### config.mk
export PLATFORM = sky130hd
export DESIGN_NAME = prod_accumulator
export DESIGN_NICKNAME = d
export VERILOG_FILES = /design/src/rtl/prod_accumulator_pkg.sv /design/src/rtl/prod_accumulator_sat_adder.sv /design/src/rtl/prod_accumulator.sv
export SDC_FILE = /design/constraint.sdc
export NUM_CORES = 1
export LEC_CHECK = 0
export CAP_MARGIN = 20
export CELL_PAD_IN_SITES_DETAIL_PLACEMENT = 0
export CELL_PAD_IN_SITES_GLOBAL_PLACEMENT = 2
export CORE_MARGIN = 3
export CORE_UTILIZATION = 34
export CTS_CLUSTER_SIZE = 30
export DETAILED_ROUTE_END_ITERATION = 12
export GPL_TIMING_DRIVEN = 0
export PLACE_DENSITY_LB_ADDON = 0.1
export SETUP_SLACK_MARGIN = 0.05
export SLEW_MARGIN = 20
export SYNTH_ARGS = -nofsm -noshare
export SYNTH_HDL_FRONTEND = slang
export SYNTH_SLANG_ARGS = --single-unit
### constraint.sdc
create_clock -name clk -period 8.85 [get_ports clk]
set_input_delay 1.77 -clock clk [delete_from_list [all_inputs] [get_ports clk]]
set_output_delay 1.77 -clock clk [all_outputs]
set_load 0.02 [all_outputs]
### src/rtl/prod_accumulator_pkg.sv
// Shared definitions for the product accumulator slice.
//   state_t     : frame FSM state (ACCUM collects terms, HOLD presents the result)
//   PROD_W_DEF  : product width, matches the 4x4 array multiplier output
//   ACC_W_DEF   : accumulator width; holds 4*225=900 without saturating
//   ACC_MAX     : saturation ceiling for the default accumulator width
package prod_acc_pkg;

  typedef enum logic {
    ACCUM = 1'b0,
    HOLD  = 1'b1
  } state_t;

  localparam int unsigned PROD_W_DEF = 8;
  localparam int unsigned ACC_W_DEF  = 12;
  localparam int unsigned ACC_MAX    = (1 << ACC_W_DEF) - 1;

endpackage

### src/rtl/prod_accumulator_sat_adder.sv
// Combinational saturating adder: sum = min(a + b, 2^ACC_W-1).
//   a         in  ACC_W   running accumulator value
//   b         in  PROD_W  unsigned product to add
//   sum       out ACC_W   clamped sum
//   clamp_hit out 1       the true sum exceeded the accumulator range
// Assumes PROD_W <= ACC_W.
module sat_adder #(
  parameter int unsigned ACC_W  = 12,
  parameter int unsigned PROD_W = 8
) (
  input  logic [ACC_W-1:0]  a,
  input  logic [PROD_W-1:0] b,
  output logic [ACC_W-1:0]  sum,
  output logic              clamp_hit
);

  logic [ACC_W:0] wide;

  assign wide      = {1'b0, a} + (ACC_W+1)'(b);
  assign clamp_hit = wide[ACC_W];
  assign sum       = clamp_hit ? '1 : wide[ACC_W-1:0];

endmodule

### src/rtl/prod_accumulator.sv
// Dot-product accumulator downstream of the 4x4 array multiplier.
// Sums up to N_TERMS unsigned products per frame (fewer if in_last ends the
// frame early) and presents one saturated sum per frame, held under
// backpressure.
//   clk, rst_n          clock, asynchronous active-low reset
//   clear               synchronous frame abort (highest priority)
//   in_valid/in_ready   product stream handshake; in_prod, in_last qualified by it
//   out_valid/out_ready result handshake
//   out_sum             saturated frame sum
//   out_cnt             number of terms in out_sum (1..N_TERMS)
//   out_ovf             saturation occurred in this frame
module prod_accumulator
  import prod_acc_pkg::*;
#(
  parameter int unsigned PROD_W  = PROD_W_DEF,
  parameter int unsigned ACC_W   = ACC_W_DEF,
  parameter int unsigned N_TERMS = 4,
  parameter int unsigned CNT_W   = $clog2(N_TERMS + 1)
) (
  input  logic              clk,
  input  logic              rst_n,
  input  logic              clear,
  input  logic              in_valid,
  output logic              in_ready,
  input  logic [PROD_W-1:0] in_prod,
  input  logic              in_last,
  output logic              out_valid,
  input  logic              out_ready,
  output logic [ACC_W-1:0]  out_sum,
  output logic [CNT_W-1:0]  out_cnt,
  output logic              out_ovf
);

  localparam logic [CNT_W-1:0] LAST_CNT = CNT_W'(N_TERMS - 1);

  state_t             state, state_nxt;
  logic [ACC_W-1:0]   acc;
  logic [CNT_W-1:0]   cnt;
  logic               ovf;

  logic [ACC_W-1:0]   acc_base;
  logic [ACC_W-1:0]   sum;
  logic               clamp_hit;
  logic               ovf_new;
  logic               hs;
  logic               frame_end;
  logic [CNT_W-1:0]   cnt_inc;

  assign in_ready  = (state == ACCUM);
  // out_valid is the state flop itself (1-bit enum), so it stays registered.
  assign out_valid = (state == HOLD);

  assign hs        = in_valid & in_ready;
  // A fresh frame starts from zero, so no pre-clear cycle is needed.
  assign acc_base  = (cnt == '0) ? '0 : acc;
  assign ovf_new   = ((cnt == '0) ? 1'b0 : ovf) | clamp_hit;
  assign cnt_inc   = cnt + CNT_W'(1);
  assign frame_end = hs & (in_last | (cnt == LAST_CNT));

  sat_adder #(
    .ACC_W  (ACC_W),
    .PROD_W (PROD_W)
  ) u_sat_adder (
    .a         (acc_base),
    .b         (in_prod),
    .sum       (sum),
    .clamp_hit (clamp_hit)
  );

  always_comb begin
    state_nxt = state;
    if (clear) begin
      state_nxt = ACCUM;
    end else begin
      unique case (state)
        ACCUM: if (frame_end) state_nxt = HOLD;
        HOLD:  if (out_ready) state_nxt = ACCUM;
        default: state_nxt = ACCUM;
      endcase
    end
  end

  always_ff @(posedge clk or negedge rst_n) begin
    if (!rst_n) begin
      state <= ACCUM;
    end else begin
      state <= state_nxt;
    end
  end

  always_ff @(posedge clk or negedge rst_n) begin
    if (!rst_n) begin
      acc     <= '0;
      cnt     <= '0;
      ovf     <= 1'b0;
      out_sum <= '0;
      out_cnt <= '0;
      out_ovf <= 1'b0;
    end else if (clear) begin
      // Results already presented are kept; only the frame in progress is dropped.
      cnt <= '0;
    end else if (hs) begin
      acc <= sum;
      cnt <= cnt_inc;
      ovf <= ovf_new;
      if (frame_end) begin
        out_sum <= sum;
        out_cnt <= cnt_inc;
        out_ovf <= ovf_new;
      end
    end else if ((state == HOLD) && out_ready) begin
      cnt <= '0;
    end
  end

endmodule

Word-level counts from Yosys, hierarchy flattened
Cells that the tools add are included.
- add/subtract/negate cells: 2
- equal/unequal tests: 1
- multiplexer cells: 10
- bitwise gates (word level): 6
- reduce and logical (&&, ||, !) cells: 5
- operators by type and width (kind ; number):
    12-bit 2-to-1 mux ; 2
    12-bit by 8-bit adder with 13-bit output ; 1
    3-bit 2-to-1 mux ; 3
    1-bit 2-to-1 mux ; 4
    3-bit by 1-bit adder with 3-bit output (second input constant) ; 1
    3-bit by 2-bit == test with 1-bit output (second input constant) ; 1
    3-bit logical NOT ; 1
    3-bit AND reduction ; 1
    3-bit nonzero test ; 1
    1-bit AND ; 2
    1-bit NOT ; 2
    1-bit OR ; 2
    1-bit one-hot mux with 2 select lines ; 1
    2-bit AND reduction ; 1
    1-bit logical AND ; 1
- register bits: 33
- output and inout bits: 18

Depth between registers and ports, before layout
- word-level depth: 6
- gate-level depth with buffers: 14

Cells and area by module
From an unflattened synthesis, not the netlist that was laid out.
- cells, all modules: 201
- area, all modules: 1986.9 um2
- by module, submodules not included (module ; instances ; cells an instance ; area an instance (um2)):
    prod_accumulator ; 1 ; 132 ; 1485.2
    sat_adder ; 1 ; 69 ; 501.7

Worst setup path after synthesis
Ideal clock, no wire load.
- kind: input to register
- start point: in in_prod[0]
- end point: reg out_sum[10]
- setup time: 0.087 ns
- arrival time: 3.410 ns
- data required time: 8.763 ns
- setup slack: 5.353 ns
- cell stages on the path: 8
- cell sequence: ha_1 > fa_1 > a21oi_1 > nor2_1 > o21ai_2 > nand2_2 > a311o_1 > a22oi_1
- cells in the longest elaborated chain, start to end: 2
- RTL lines (element ; line ; RTL):
    from (decl) ; prod_accumulator.sv:25 ; input logic [PROD_W-1:0] in_prod,
    12-bit by 8-bit adder with 13-bit output ; prod_accumulator_sat_adder.sv:19 ; assign wide = {1'b0, a} + (ACC_W+1)'(b);
    12-bit 2-to-1 mux ; prod_accumulator_sat_adder.sv:21 ; assign sum = clamp_hit ? '1 : wide[ACC_W-1:0];
    to (signal assigned) ; prod_accumulator.sv:107 ; out_sum <= sum;
    to (decl) ; prod_accumulator.sv:29 ; output logic [ACC_W-1:0] out_sum,
Every way passes these cells.
A chain may end at the register's enable or synchronous reset.

Worst setup path after layout
- start point: in in_prod[0]
- end point: reg acc[4]
- cells in the longest elaborated chain, start to end: 2
- RTL lines (element ; line ; RTL):
    12-bit by 8-bit adder with 13-bit output ; prod_accumulator_sat_adder.sv:19 ;
    12-bit 2-to-1 mux ; prod_accumulator_sat_adder.sv:21 ;
    to (signal assigned) ; prod_accumulator.sv:103 ; acc <= sum;
    to (decl) ; prod_accumulator.sv:37 ; logic [ACC_W-1:0] acc;
Every way passes these cells.

==> metrics.yaml <==
placed_design:
  pre_cts_ws_ns: 4.52
  port_buffers: 31
  place.gp.congestion: 0.793
  hpwl_um: 3410
synthesis:
  synth_top_cell_by_area: "dfrtp_1"
  ys_warn_count: 0
  async_flop_share: 1.00
  synth.ff_latch_count: 33
  ys_top_cells_by_area: "dfrtp_1, ha_1, o21ai_0"
  syn_area_um2: 1860
  synthCells: 212
  syn_avg_cell_area_um2: 8.78
  synth-edff-count: 0
  seq_area_frac_synth: 0.444
  ys_types: 37
  synth_flop_cell: "dfrtp_1"
  synth_top_area_share: 0.444
  syn-num-nets: 238
die:
  num_rows: 26
  chipWidth_um: 80
  initial_core_util: 0.358
  io_pins: 32
  die_y_um: 80
  core-area_um2: 5200
  dieArea_um2: 6400
routing:
  dr.pass1.iters: 6
  wl_per_cell_um: 14.3
  drtIter0Drc: 74
  finalWirelength_um: 4590
  avgViaCountPerCell: 4.99
  ant_nets: 0
  drc: 0
  via_count: 1607
clock_tree:
  hold_buffers: 0
  clk-insertion-delay-late_ns: 0.29
  root_buffer: "clkbuf_8"
  postCtsSetupBuffers: 0
  cts_resized: 0
  numCtsBuffers: 5
  cts.sinks: 33
  cts_tree: "built"
  ctsHtreeMaxLevel: 2
  clk_path_buf_depth: 2
  path_clk_slew_ns: 0.08
layout:
  final_net_count: 277
  final_common_cell: "dfrtp_1"
  synthToLayoutAreaGrowth_pct: 26.8
  layout-drive-gt1-share: 0.0675
  final_cell_mix: "dfrtp_1, clkdlybuf4s50_1, nor2_1, nand2_1, o21ai_0"
  antennaDiodeCount: 0
  fillerInstances: 538
global_routing:
  grt_pass1_vias: 1586
  grt_pass1_wl_um: 7790
  grt_max_degree: 29
  gr-total-overflow: 0
  grt_use_total: 0.159
  antenna_found_initial: 0
sta:
  hold_ws_ns: 0.471
  skew_ns: 0.00406
  finalCritPeriodShare: 0.446
  setup-tns-final_ns: 0
  fin_crit_ns: 3.95
  finalSetupViolCount: 0
  setup_slack_ns: 4.90
  slew-limit-headroom: 0.607
  worst_pin_slew_ns: 0.587
  rsz0062_at_grt: "false"
  fmax_mhz: 253
  hold_viol_final: 0
  slew_viol_final: 0
critical_path:
  critPathBufInv: 2
  rr_worst_depth: 14
  critical_path_class: "in -> reg"
  worstPathCellList: "clkdlybuf4s50_1, ha_1, fa_1, a21oi_1, nor2_1, o21ai_2, a21oi_1, buf_2, nor2_1, o21ai_0"
  cp.required_ns: 9.01
  slowest_stage: "clkdlybuf4s50_1"
  r2r_start: "cnt[0]"
  crit_fanout: 10
  rr_endpoint: "acc[4]"
  critPathLaunchType: "input pin"
  crit_path_end_kind: "register"
  cpPeakStageDelay_ns: 0.41
  critPathTopFamily: "compound AO/OA/AOI/OAI gates"
  worstPathArrival_ns: 4.10
  rrSetupSlack_ns: 5.16
hold_path:
  whs_path_depth: 2
  hold_path_end: "acc[0]"
  min_path_type: "reg -> reg"
  hold_start: "acc[0]"
pwr:
  p_int_w: 0.000310
  ir_worst_vdd_mv: 0.108
  switchingPower_w: 0.000170
  clkPwrFrac: 0.241
  p_leak_nw: 1.06
  power_density_nw_per_um2: 203
  p_sw_frac: 0.354
  p_comb_frac: 0.349
  power_frac_seq: 0.411
flow_run:
  max_cap_viol_count: 0
run_status:
  status: "completed"
[worst max-delay path by stage]
| stage | from | to | slack [ns] | cells after the start |
|---|---|---|---|---|
| floorplan | in_prod[0] | out_sum[10] | 5.35 | 8 |
| global placement | in_prod[0] | out_sum[4] | 4.54 | 10 |
| detailed placement | in_prod[0] | acc[4] | 4.52 | 10 |
| CTS | in_prod[0] | acc[4] | 4.84 | 10 |
| global route | in_prod[0] | acc[4] | 4.68 | 10 |
| finish | in_prod[0] | acc[4] | 4.90 | 10 |
[final cells by class]
cell class	instances	area, µm²	share of cell area
clock inverters	3	17.5	0.00742
well taps	70	87.6	0.0371
plain buffers	6	25.0	0.0106
inverters	6	22.5	0.00954
flip-flops and latches	33	826	0.350
multi-input cells	167	988	0.419
clock buffers	5	68.8	0.0291
repair buffers	32	325	0.138
[logic make-up after synthesis]
family | count (synthesis) | share of synthesized area
simple gates | 86 | 0.216
compound gates | 63 | 0.202
flops | 33 | 0.444
buf+inv | 12 | 0.0255
fa+ha+maj | 12 | 0.0847
xor+xnor | 6 | 0.0282
[Yosys cell counts, types with 4 or more instances]
library cell	instances
inv_1	6
xnor2_1	4
nand2_1	28
clkbuf_1	4
o21ai_0	23
nor2_1	28
dfrtp_1	33
nand3_1	5
a21o_1	4
nor2b_1	11
ha_1	11
a21oi_1	16
[metal layers]
metal / track usage / vias up / part of all wire
met1: 0.234 / 749 / 0.51
met3: 0.0395 / 6 / 0.040
met5: 0 / - / 0
met2: 0.228 / 34 / 0.44
met4: 0.0456 / 0 / 0.013
li1: - / 818 / -
[registers in the layout, summed over array words and instances (netlist names)]
name and flops:
acc 12, out_sum 12, cnt 3, out_cnt 3, out_ovf 1, out_valid 1, ovf 1
[power by group through the flow]
stage | clock network [W] | registers [W] | logic (W)
after floorplan | 0 | 0.000218 | 0.0000805
after global placement | 0 | 0.000200 | 0.000168
after detailed placement | 0 | 0.000200 | 0.000168
after CTS | 0.000118 | 0.000197 | 0.000170
after global routing | 0.000127 | 0.000202 | 0.000187
final | 0.000115 | 0.000197 | 0.000167
[stage by stage]
stage          total power [W]   util  area, µm²  instances
6_report              0.000480  0.454       2360        322
5_1_grt               0.000515  0.454       2360        322
4_1_cts               0.000485  0.454       2360        322
3_5_place_dp          0.000368  0.437       2270        314
3_3_place_gp          0.000368  0.434       2260        313
2_1_floorplan         0.000299      -       1860        212
[worst reg2reg max path, cell delays in order, from the launching register on]
cell,delay (ns)
dfrtp_1,0.42
inv_1,0.09
ha_1,0.16
nor2b_1,0.36
clkbuf_1,0.50
nor2b_1,0.10
ha_1,0.24
fa_1,0.41
a21oi_1,0.23
nor2_1,0.10
o21ai_2,0.18
a21oi_1,0.18
buf_2,0.24
nor2_1,0.21
o21ai_0,0.12
Note: power is estimated with default switching activity, not from simulation.
